<file path="src/rtl/mem_pkg.sv">
// mem_pkg: shared widths and FSM state encoding for mem_access_unit.
// Contents: WORD_SIZE (memory byte width), ADDR_W (byte address width),
//           DATA_W (CPU-side access width) and the sequencer state type.
package mem_pkg;

    localparam int WORD_SIZE = 8;
    localparam int ADDR_W    = 16;
    localparam int DATA_W    = 2 * WORD_SIZE;

    typedef enum logic [1:0] {
        IDLE = 2'd0,
        LO   = 2'd1,
        HI   = 2'd2,
        RESP = 2'd3
    } state_t;

endpackage

</file>
<file path="src/rtl/mem_access_unit_if.sv">
// mem_access_unit_if: CPU request/response handshake plus 8-bit memory bus.
// Ports (signals):
//   req_valid/req_ready/req_write/req_wide/req_addr/req_wdata
//     CPU request with valid/ready handshake.
//   resp_valid/resp_rdata
//     one-cycle completion pulse and load data.
//   mem_addr/mem_wdata/mem_we/mem_rdata
//     byte-wide main memory; mem_rdata is a combinational read.
// Modports:
//   slave  = the access unit.
//   master = its environment (CPU plus main memory).
interface mem_access_unit_if;
    import mem_pkg::*;

    logic                 req_valid;
    logic                 req_ready;
    logic                 req_write;
    logic                 req_wide;
    logic [ADDR_W-1:0]    req_addr;
    logic [DATA_W-1:0]    req_wdata;

    logic                 resp_valid;
    logic [DATA_W-1:0]    resp_rdata;

    logic [ADDR_W-1:0]    mem_addr;
    logic [WORD_SIZE-1:0] mem_wdata;
    logic                 mem_we;
    logic [WORD_SIZE-1:0] mem_rdata;

    modport slave (
        input  req_valid,
        input  req_write,
        input  req_wide,
        input  req_addr,
        input  req_wdata,
        input  mem_rdata,
        output req_ready,
        output resp_valid,
        output resp_rdata,
        output mem_addr,
        output mem_wdata,
        output mem_we
    );

    modport master (
        output req_valid,
        output req_write,
        output req_wide,
        output req_addr,
        output req_wdata,
        output mem_rdata,
        input  req_ready,
        input  resp_valid,
        input  resp_rdata,
        input  mem_addr,
        input  mem_wdata,
        input  mem_we
    );

endinterface

</file>
<file path="src/rtl/mem_access_unit.sv">
// mem_access_unit: splits 8/16-bit CPU loads/stores into byte accesses
// on an 8-bit memory. 16-bit accesses are little-endian (low byte at addr).
// Ports:
//   clk   - clock, all state updates on the rising edge
//   reset - synchronous, active-high
//   bus   - mem_access_unit_if.slave: request/response handshake and
//           the memory address/data/write-enable lines
module mem_access_unit
    import mem_pkg::*;
(
    input  logic             clk,
    input  logic             reset,
    mem_access_unit_if.slave bus
);

    state_t            state;
    state_t            state_next;

    logic [ADDR_W-1:0] addr_q;
    logic [DATA_W-1:0] wdata_q;
    logic [DATA_W-1:0] rdata_q;
    logic              write_q;
    logic              wide_q;

    logic              idle_ready;
    logic              accept;
    logic [ADDR_W-1:0] addr_hi;

    assign idle_ready = (state == IDLE) && !reset;
    assign accept     = bus.req_valid && idle_ready;

    // High byte address wraps naturally at the top of the address space.
    assign addr_hi    = addr_q + ADDR_W'(1);

    assign bus.req_ready  = idle_ready;
    assign bus.resp_rdata = reset ? '0 : rdata_q;

    // State register
    always_ff @(posedge clk) begin
        if (reset) begin
            state <= IDLE;
        end else begin
            state <= state_next;
        end
    end

    // Next state and memory-side outputs
    always_comb begin
        state_next     = state;
        bus.mem_addr   = addr_q;
        bus.mem_we     = 1'b0;
        bus.mem_wdata  = '0;
        bus.resp_valid = 1'b0;

        unique case (state)
            IDLE: begin
                if (accept) begin
                    state_next = LO;
                end
            end
            LO: begin
                bus.mem_we = write_q;
                if (write_q) begin
                    bus.mem_wdata = wdata_q[WORD_SIZE-1:0];
                end
                state_next = wide_q ? HI : RESP;
            end
            HI: begin
                bus.mem_addr = addr_hi;
                bus.mem_we   = write_q;
                if (write_q) begin
                    bus.mem_wdata = wdata_q[DATA_W-1:WORD_SIZE];
                end
                state_next = RESP;
            end
            RESP: begin
                bus.resp_valid = 1'b1;
                state_next     = IDLE;
            end
            default: begin
                state_next = IDLE;
            end
        endcase

        // Reset silences the memory bus in the same cycle, so a
        // half-finished wide store never writes its high byte.
        if (reset) begin
            bus.mem_addr   = '0;
            bus.mem_we     = 1'b0;
            bus.mem_wdata  = '0;
            bus.resp_valid = 1'b0;
        end
    end

    // Request latches and load data assembly
    always_ff @(posedge clk) begin
        if (reset) begin
            addr_q  <= '0;
            wdata_q <= '0;
            rdata_q <= '0;
            write_q <= 1'b0;
            wide_q  <= 1'b0;
        end else begin
            unique case (state)
                IDLE: begin
                    if (accept) begin
                        addr_q  <= bus.req_addr;
                        wdata_q <= bus.req_wdata;
                        write_q <= bus.req_write;
                        wide_q  <= bus.req_wide;
                        // Stores report zero data.
                        if (bus.req_write) begin
                            rdata_q <= '0;
                        end
                    end
                end
                LO: begin
                    if (!write_q) begin
                        rdata_q[WORD_SIZE-1:0] <= bus.mem_rdata;
                        // Narrow loads are zero-extended.
                        if (!wide_q) begin
                            rdata_q[DATA_W-1:WORD_SIZE] <= '0;
                        end
                    end
                end
                HI: begin
                    if (!write_q) begin
                        rdata_q[DATA_W-1:WORD_SIZE] <= bus.mem_rdata;
                    end
                end
                default: begin
                end
            endcase
        end
    end

endmodule

</file>
<file path="src/flat_wrapper.sv">
// flat-port wrapper written by rule: the top's interface ports become plain ports
module mem_access_unit_flat import mem_pkg::*;
  (clk, reset, bus_req_valid, bus_req_write, bus_req_wide, bus_req_addr, bus_req_wdata, bus_mem_rdata, bus_req_ready, bus_resp_valid, bus_resp_rdata, bus_mem_addr, bus_mem_wdata, bus_mem_we);
  mem_access_unit_if bus_i ();
  input  logic clk;
  input  logic reset;
  input wire logic [$bits(bus_i.req_valid)-1:0] bus_req_valid;
  input wire logic [$bits(bus_i.req_write)-1:0] bus_req_write;
  input wire logic [$bits(bus_i.req_wide)-1:0] bus_req_wide;
  input wire logic [$bits(bus_i.req_addr)-1:0] bus_req_addr;
  input wire logic [$bits(bus_i.req_wdata)-1:0] bus_req_wdata;
  input wire logic [$bits(bus_i.mem_rdata)-1:0] bus_mem_rdata;
  output wire logic [$bits(bus_i.req_ready)-1:0] bus_req_ready;
  output wire logic [$bits(bus_i.resp_valid)-1:0] bus_resp_valid;
  output wire logic [$bits(bus_i.resp_rdata)-1:0] bus_resp_rdata;
  output wire logic [$bits(bus_i.mem_addr)-1:0] bus_mem_addr;
  output wire logic [$bits(bus_i.mem_wdata)-1:0] bus_mem_wdata;
  output wire logic [$bits(bus_i.mem_we)-1:0] bus_mem_we;
  assign bus_i.req_valid = bus_req_valid;
  assign bus_i.req_write = bus_req_write;
  assign bus_i.req_wide = bus_req_wide;
  assign bus_i.req_addr = bus_req_addr;
  assign bus_i.req_wdata = bus_req_wdata;
  assign bus_i.mem_rdata = bus_mem_rdata;
  assign bus_req_ready = bus_i.req_ready;
  assign bus_resp_valid = bus_i.resp_valid;
  assign bus_resp_rdata = bus_i.resp_rdata;
  assign bus_mem_addr = bus_i.mem_addr;
  assign bus_mem_wdata = bus_i.mem_wdata;
  assign bus_mem_we = bus_i.mem_we;
  mem_access_unit u_core (.clk(clk), .reset(reset), .bus(bus_i));
endmodule
</file>
<file path="config.mk">
export PLATFORM = sky130hd
export DESIGN_NAME = mem_access_unit_flat
export DESIGN_NICKNAME = d
export VERILOG_FILES = /design/src/rtl/mem_pkg.sv /design/src/rtl/mem_access_unit_if.sv /design/src/rtl/mem_access_unit.sv /design/src/flat_wrapper.sv
export SDC_FILE = /design/constraint.sdc
export NUM_CORES = 1
export LEC_CHECK = 0
export ABC_AREA = 1
export ABC_CLOCK_PERIOD_IN_PS = 3520
export BUFFER_PORTS_ARGS = -buffer_cell sky130_fd_sc_hd__buf_2
export CAP_MARGIN = 20
export CORE_ASPECT_RATIO = 0.5
export CORE_MARGIN = 3
export CORE_UTILIZATION = 45
export DETAILED_ROUTE_END_ITERATION = 16
export PLACE_DENSITY_LB_ADDON = 0.2
export SYNTH_ARGS = -nofsm -noshare
export SYNTH_HDL_FRONTEND = slang
export SYNTH_SLANG_ARGS = --single-unit
</file>
<file path="constraint.sdc">
create_clock -name clk -period 3.52 [get_ports clk]
set_input_delay 0.88 -clock clk [delete_from_list [all_inputs] [get_ports clk]]
set_output_delay 0.88 -clock clk [all_outputs]
set_load 0.1 [all_outputs]
</file>
Yosys cells after proc, flatten, opt, wreduce, memory -nomap -nowiden
Cells that the tools add are included.
{"block": "op_classes", "add_sub_neg": 1, "multipliers": 0, "div_mod_pow": 0, "n_lt_le_gt_ge": 0, "n_eq_ne": 8, "shift": 0, "n_mux": 21, "n_bitwise": 0, "reduce_logical": 10}
{"operator": "$mux 16", "count": 6}
{"operator": "$mux 8", "count": 5}
{"operator": "$pmux 8 s2", "count": 2}
{"operator": "$pmux 8 s3", "count": 1}
{"operator": "$add 16x1->16 const B", "count": 1}
{"operator": "$ne 2x2->1 const B", "count": 4}
{"operator": "$pmux 2 s4", "count": 1}
{"operator": "$reduce_and 6->1", "count": 1}
{"operator": "$mux 1", "count": 5}
{"operator": "$eq 2x2->1 const B", "count": 2}
{"operator": "$reduce_and 4->1", "count": 1}
{"operator": "$reduce_bool 3->1", "count": 1}
{"operator": "$eq 2x1->1 const B", "count": 1}
{"operator": "$logic_and 1x1->1", "count": 2}
{"operator": "$logic_not 2->1", "count": 1}
{"operator": "$mux 2", "count": 1}
{"operator": "$ne 2x1->1 const B", "count": 1}
{"operator": "$reduce_and 2->1", "count": 1}
{"operator": "$reduce_bool 2->1", "count": 1}
{"operator": "$reduce_or 2->1", "count": 1}
{"operator": "$logic_not 1->1", "count": 1}
{"block": "word_totals", "reg_bits": 52, "latchBits": 0, "ramBits": 0, "romBits": 0, "output_inout_bits": 43, "n_memories": 0}

Longest topological paths before layout
{"block": "logic_depth", "word_depth": 5, "depth_mapped": 10}

Worst setup path before layout
No wires, ideal clock.
{"block": "synth_timing", "kind": "in2out", "start": "in reset", "end": "out bus_mem_addr[4]", "arrival_time_ns": 3.476, "setup_slack_ns": -0.836, "stages": 3, "n_path_buf": 2, "path_cell_list": "buf_6 clkbuf_1 a211oi_1"}
{"block": "synth_via", "elab_chain_cells": 1}
{"element": "start: declaration", "line_no": "flat_wrapper.sv:6", "source": "input logic reset;"}
{"element": "$mux 16", "line_no": "mem_access_unit.sv:87", "source": "if (reset) begin"}
{"element": "end: declaration", "line_no": "flat_wrapper.sv:16", "source": "output wire logic [$bits(bus_i.mem_addr)-1:0] bus_mem_addr;"}
Every way passes these cells.

Worst setup path after layout
{"block": "layout_timing", "start": "reg u_core.state[0]", "end": "out bus_mem_addr[5]"}
{"block": "layout_via", "elab_chain_cells": 3}
{"element": "start: declaration", "line_no": "mem_access_unit.sv:16", "source": "state_t state;"}
{"element": "start signal: assignment", "line_no": "mem_access_unit.sv:43", "source": "state <= state_next;"}
{"element": "$eq 2x2->1", "line_no": "mem_access_unit.sv:55", "source": "unique case (state)"}
{"element": "$mux 16", "line_no": "mem_access_unit.sv:55"}
{"element": "$mux 16", "line_no": "mem_access_unit.sv:87"}
Every way passes these cells.

==> out/qor.yml <==
outcome:
  status: "finished, final reports clean"
placement:
  gp_congestion: 0.855
  postPlaceCellArea_um2: 3480
  portBuffers: 87
  hpwl_um: 5110
sta:
  clock_skew_ps: 4.17
  timing.final.crit_period_ps: 3250
  final_max_slew_viol_count: 0
  post-route-period-util: 0.922
  rsz0062_at_grt: "no"
  holdWs_ps: 469
  setup_violations: 0
  tightest_slew_ps: 491
  relSlewSlack: 0.675
  fmax_mhz: 308
  hold_viol: 0
grt:
  grt_overflow: 0
  grt_pass1_vias: 2373
  grt_max_degree: 47
  antenna_found_initial: 0
  grt_pass1_wl_um: 11100
  grt_usage: 0.203
routing:
  top_layer: "met4"
  viasPerCell: 5.04
  drt-total-wl_um: 6920
  wl_met1_um: 3340
  dr_total_vias: 2776
  drtIter0Drc: 169
  wire_per_inst_um: 12.6
  first_pass_iters: 5
  final_antenna_net_count: 0
  dr_wl_met2_um: 2990
  wl_met3_um: 511
  drc_errors: 0
setup_path:
  path_class: "flop to primary output"
  start_kind: "flop"
  end_kind: "primary output"
  required_ps: 2640
  worstPathArrival_ps: 2370
  cp_max_fo: 10
yosys:
  async_reset_ff_frac: 0
  synth_common_cells: "nand2_1, dfxtp_1, nand3_1"
  syn_area_per_cell_um2: 6.76
  yosys.area.top_type: "dfxtp_1"
  ys_ff_latch: 52
  synth_edf_count: 0
  synth.most_common_cell: "nand2_1"
  synth_area_um2: 2690
  yosysWarningCount: 0
  ys_seq_area_frac: 0.387
  synth.top_cell.area_share: 0.387
  synth_cell_type_count: 27
  ys.flop_type: "dfxtp_1"
  yosys-top-cells-area: "dfxtp_1, nand2_1, nand3_1"
  syn_inst: 398
  syn-num-nets: 449
clock_network:
  cts_resized: 0
  hold_buffers: 0
  post-cts-setup-buffers: 0
  cts_buffers: 5
  clock_sinks: 52
  cts_max_level: 2
  clk_pin_slew_ps: 70
  clk-insertion-delay-late_ps: 290
  clock_path_buffers: 2
  root_buffer: "clkbuf_16"
  cts_tree: "yes"
pwr:
  ir_drop_uv: 306
  power_density_nw_per_um2: 600
  leakage_nw: 1.63
floorplan:
  die_height_um: 60.7
  die_w_um: 115
  fp.dieArea_um2: 7000
  coreArea_um2: 5630
  row_count: 19
  boundaryPins: 88
  initial_core_util: 0.477
job:
  cap_violations: 0
finish:
  design_area_um2: 3630
  nNetsFinal: 528
  syn2layout_area_growth_pct: 35.2
  drive_gt1_frac: 0.282
  num_antenna_cells: 0
  nFillCells: 509
min_path:
  hold_path_class: "flop to flop"
## layout make-up
class                      instances  area (µm²)  area share
timing repair buffer              92         758       0.209
tap                               73        91.3      0.0251
multi-input combinational        282        1430       0.393
sequential                        52        1040       0.286
clock buffer                       7         143      0.0392
clock inverter                     1        7.51     0.00207
inverter                          44         165      0.0454
## cells in the final DEF (no fill, tap or decap), types with 2 or more instances in the layout
master / instances
dfxtp_1: 52
o21ai_0: 20
a21oi_2: 12
a21oi_1: 20
inv_2: 4
buf_12: 19
buf_2: 68
nand2_2: 2
inv_1: 40
ha_1: 6
nor2_2: 4
o21ai_1: 8
o21ai_2: 8
nand2_1: 104
nand4_1: 5
nor3_1: 7
clkbuf_16: 5
nand3_1: 46
nor2_1: 33
buf_4: 5
## worst max-delay path, stage by stage (launching register included)
cell     delay (ps)
dfxtp_1         370
inv_1           130
ha_1            360
buf_4           230
nand2_1         140
nor2_1          190
nor2_1           60
nor3_1          140
buf_2           460
## sequential cells by signal, summed over array words and instances, names as in the netlist
| name | flops |
|---|---|
| u_core.wdata_q | 16 |
| u_core.wide_q | 1 |
| u_core.rdata_q | 16 |
| u_core.addr_q | 16 |
| u_core.state | 2 |
| u_core.write_q | 1 |
## power breakdown
group / switching [mW] / leakage [nW] / internal, mW / total (mW)
combinational: 0.673 / 1.13 / 0.242 / 0.915
clock: 0.216 / 0.0701 / 0.284 / 0.499
sequential: 0.0766 / 0.425 / 0.689 / 0.766
total: 0.966 / 1.63 / 1.22 / 2.18
## cell families after synthesis
| group | after synthesis | synth area share |
|---|---|---|
| flops | 52 | 0.387 |
| buf+inv | 64 | 0.101 |
| fa+ha+maj | 6 | 0.0279 |
| simple gates | 206 | 0.339 |
| compound gates | 70 | 0.145 |
## per-layer routing
metal / vias up / global-route usage
li1: 1442 / -
met3: 10 / 0.0588
met1: 1236 / 0.289
met4: 0 / 0.0652
met2: 88 / 0.298
met5: - / 0
## path summary, 6_finish.rpt
kind | cells after the start | slack [ps] | from | to
max | 8 | 270 | u_core.state[0] | bus_mem_addr[5]
min | 2 | 470 | u_core.wdata_q[11] | u_core.wdata_q[11]
max reg2reg | 9 | 1530 | u_core.state[0] | u_core.rdata_q[11]
min reg2reg | 2 | 470 | u_core.wdata_q[11] | u_core.wdata_q[11]
## through the flow
stage	cells	setup TNS, ps	util	total power [mW]	setup WS, ps
floorplan	398	-1990	-	1.49	-664
global placement	543	0	0.618	1.69	516
detailed placement	543	0	0.618	1.69	476
CTS	551	0	0.645	2.19	300
global route	551	0	0.645	2.32	43.0
finish	551	0	0.645	2.18	275
Note: power is estimated with default switching activity, not from simulation.
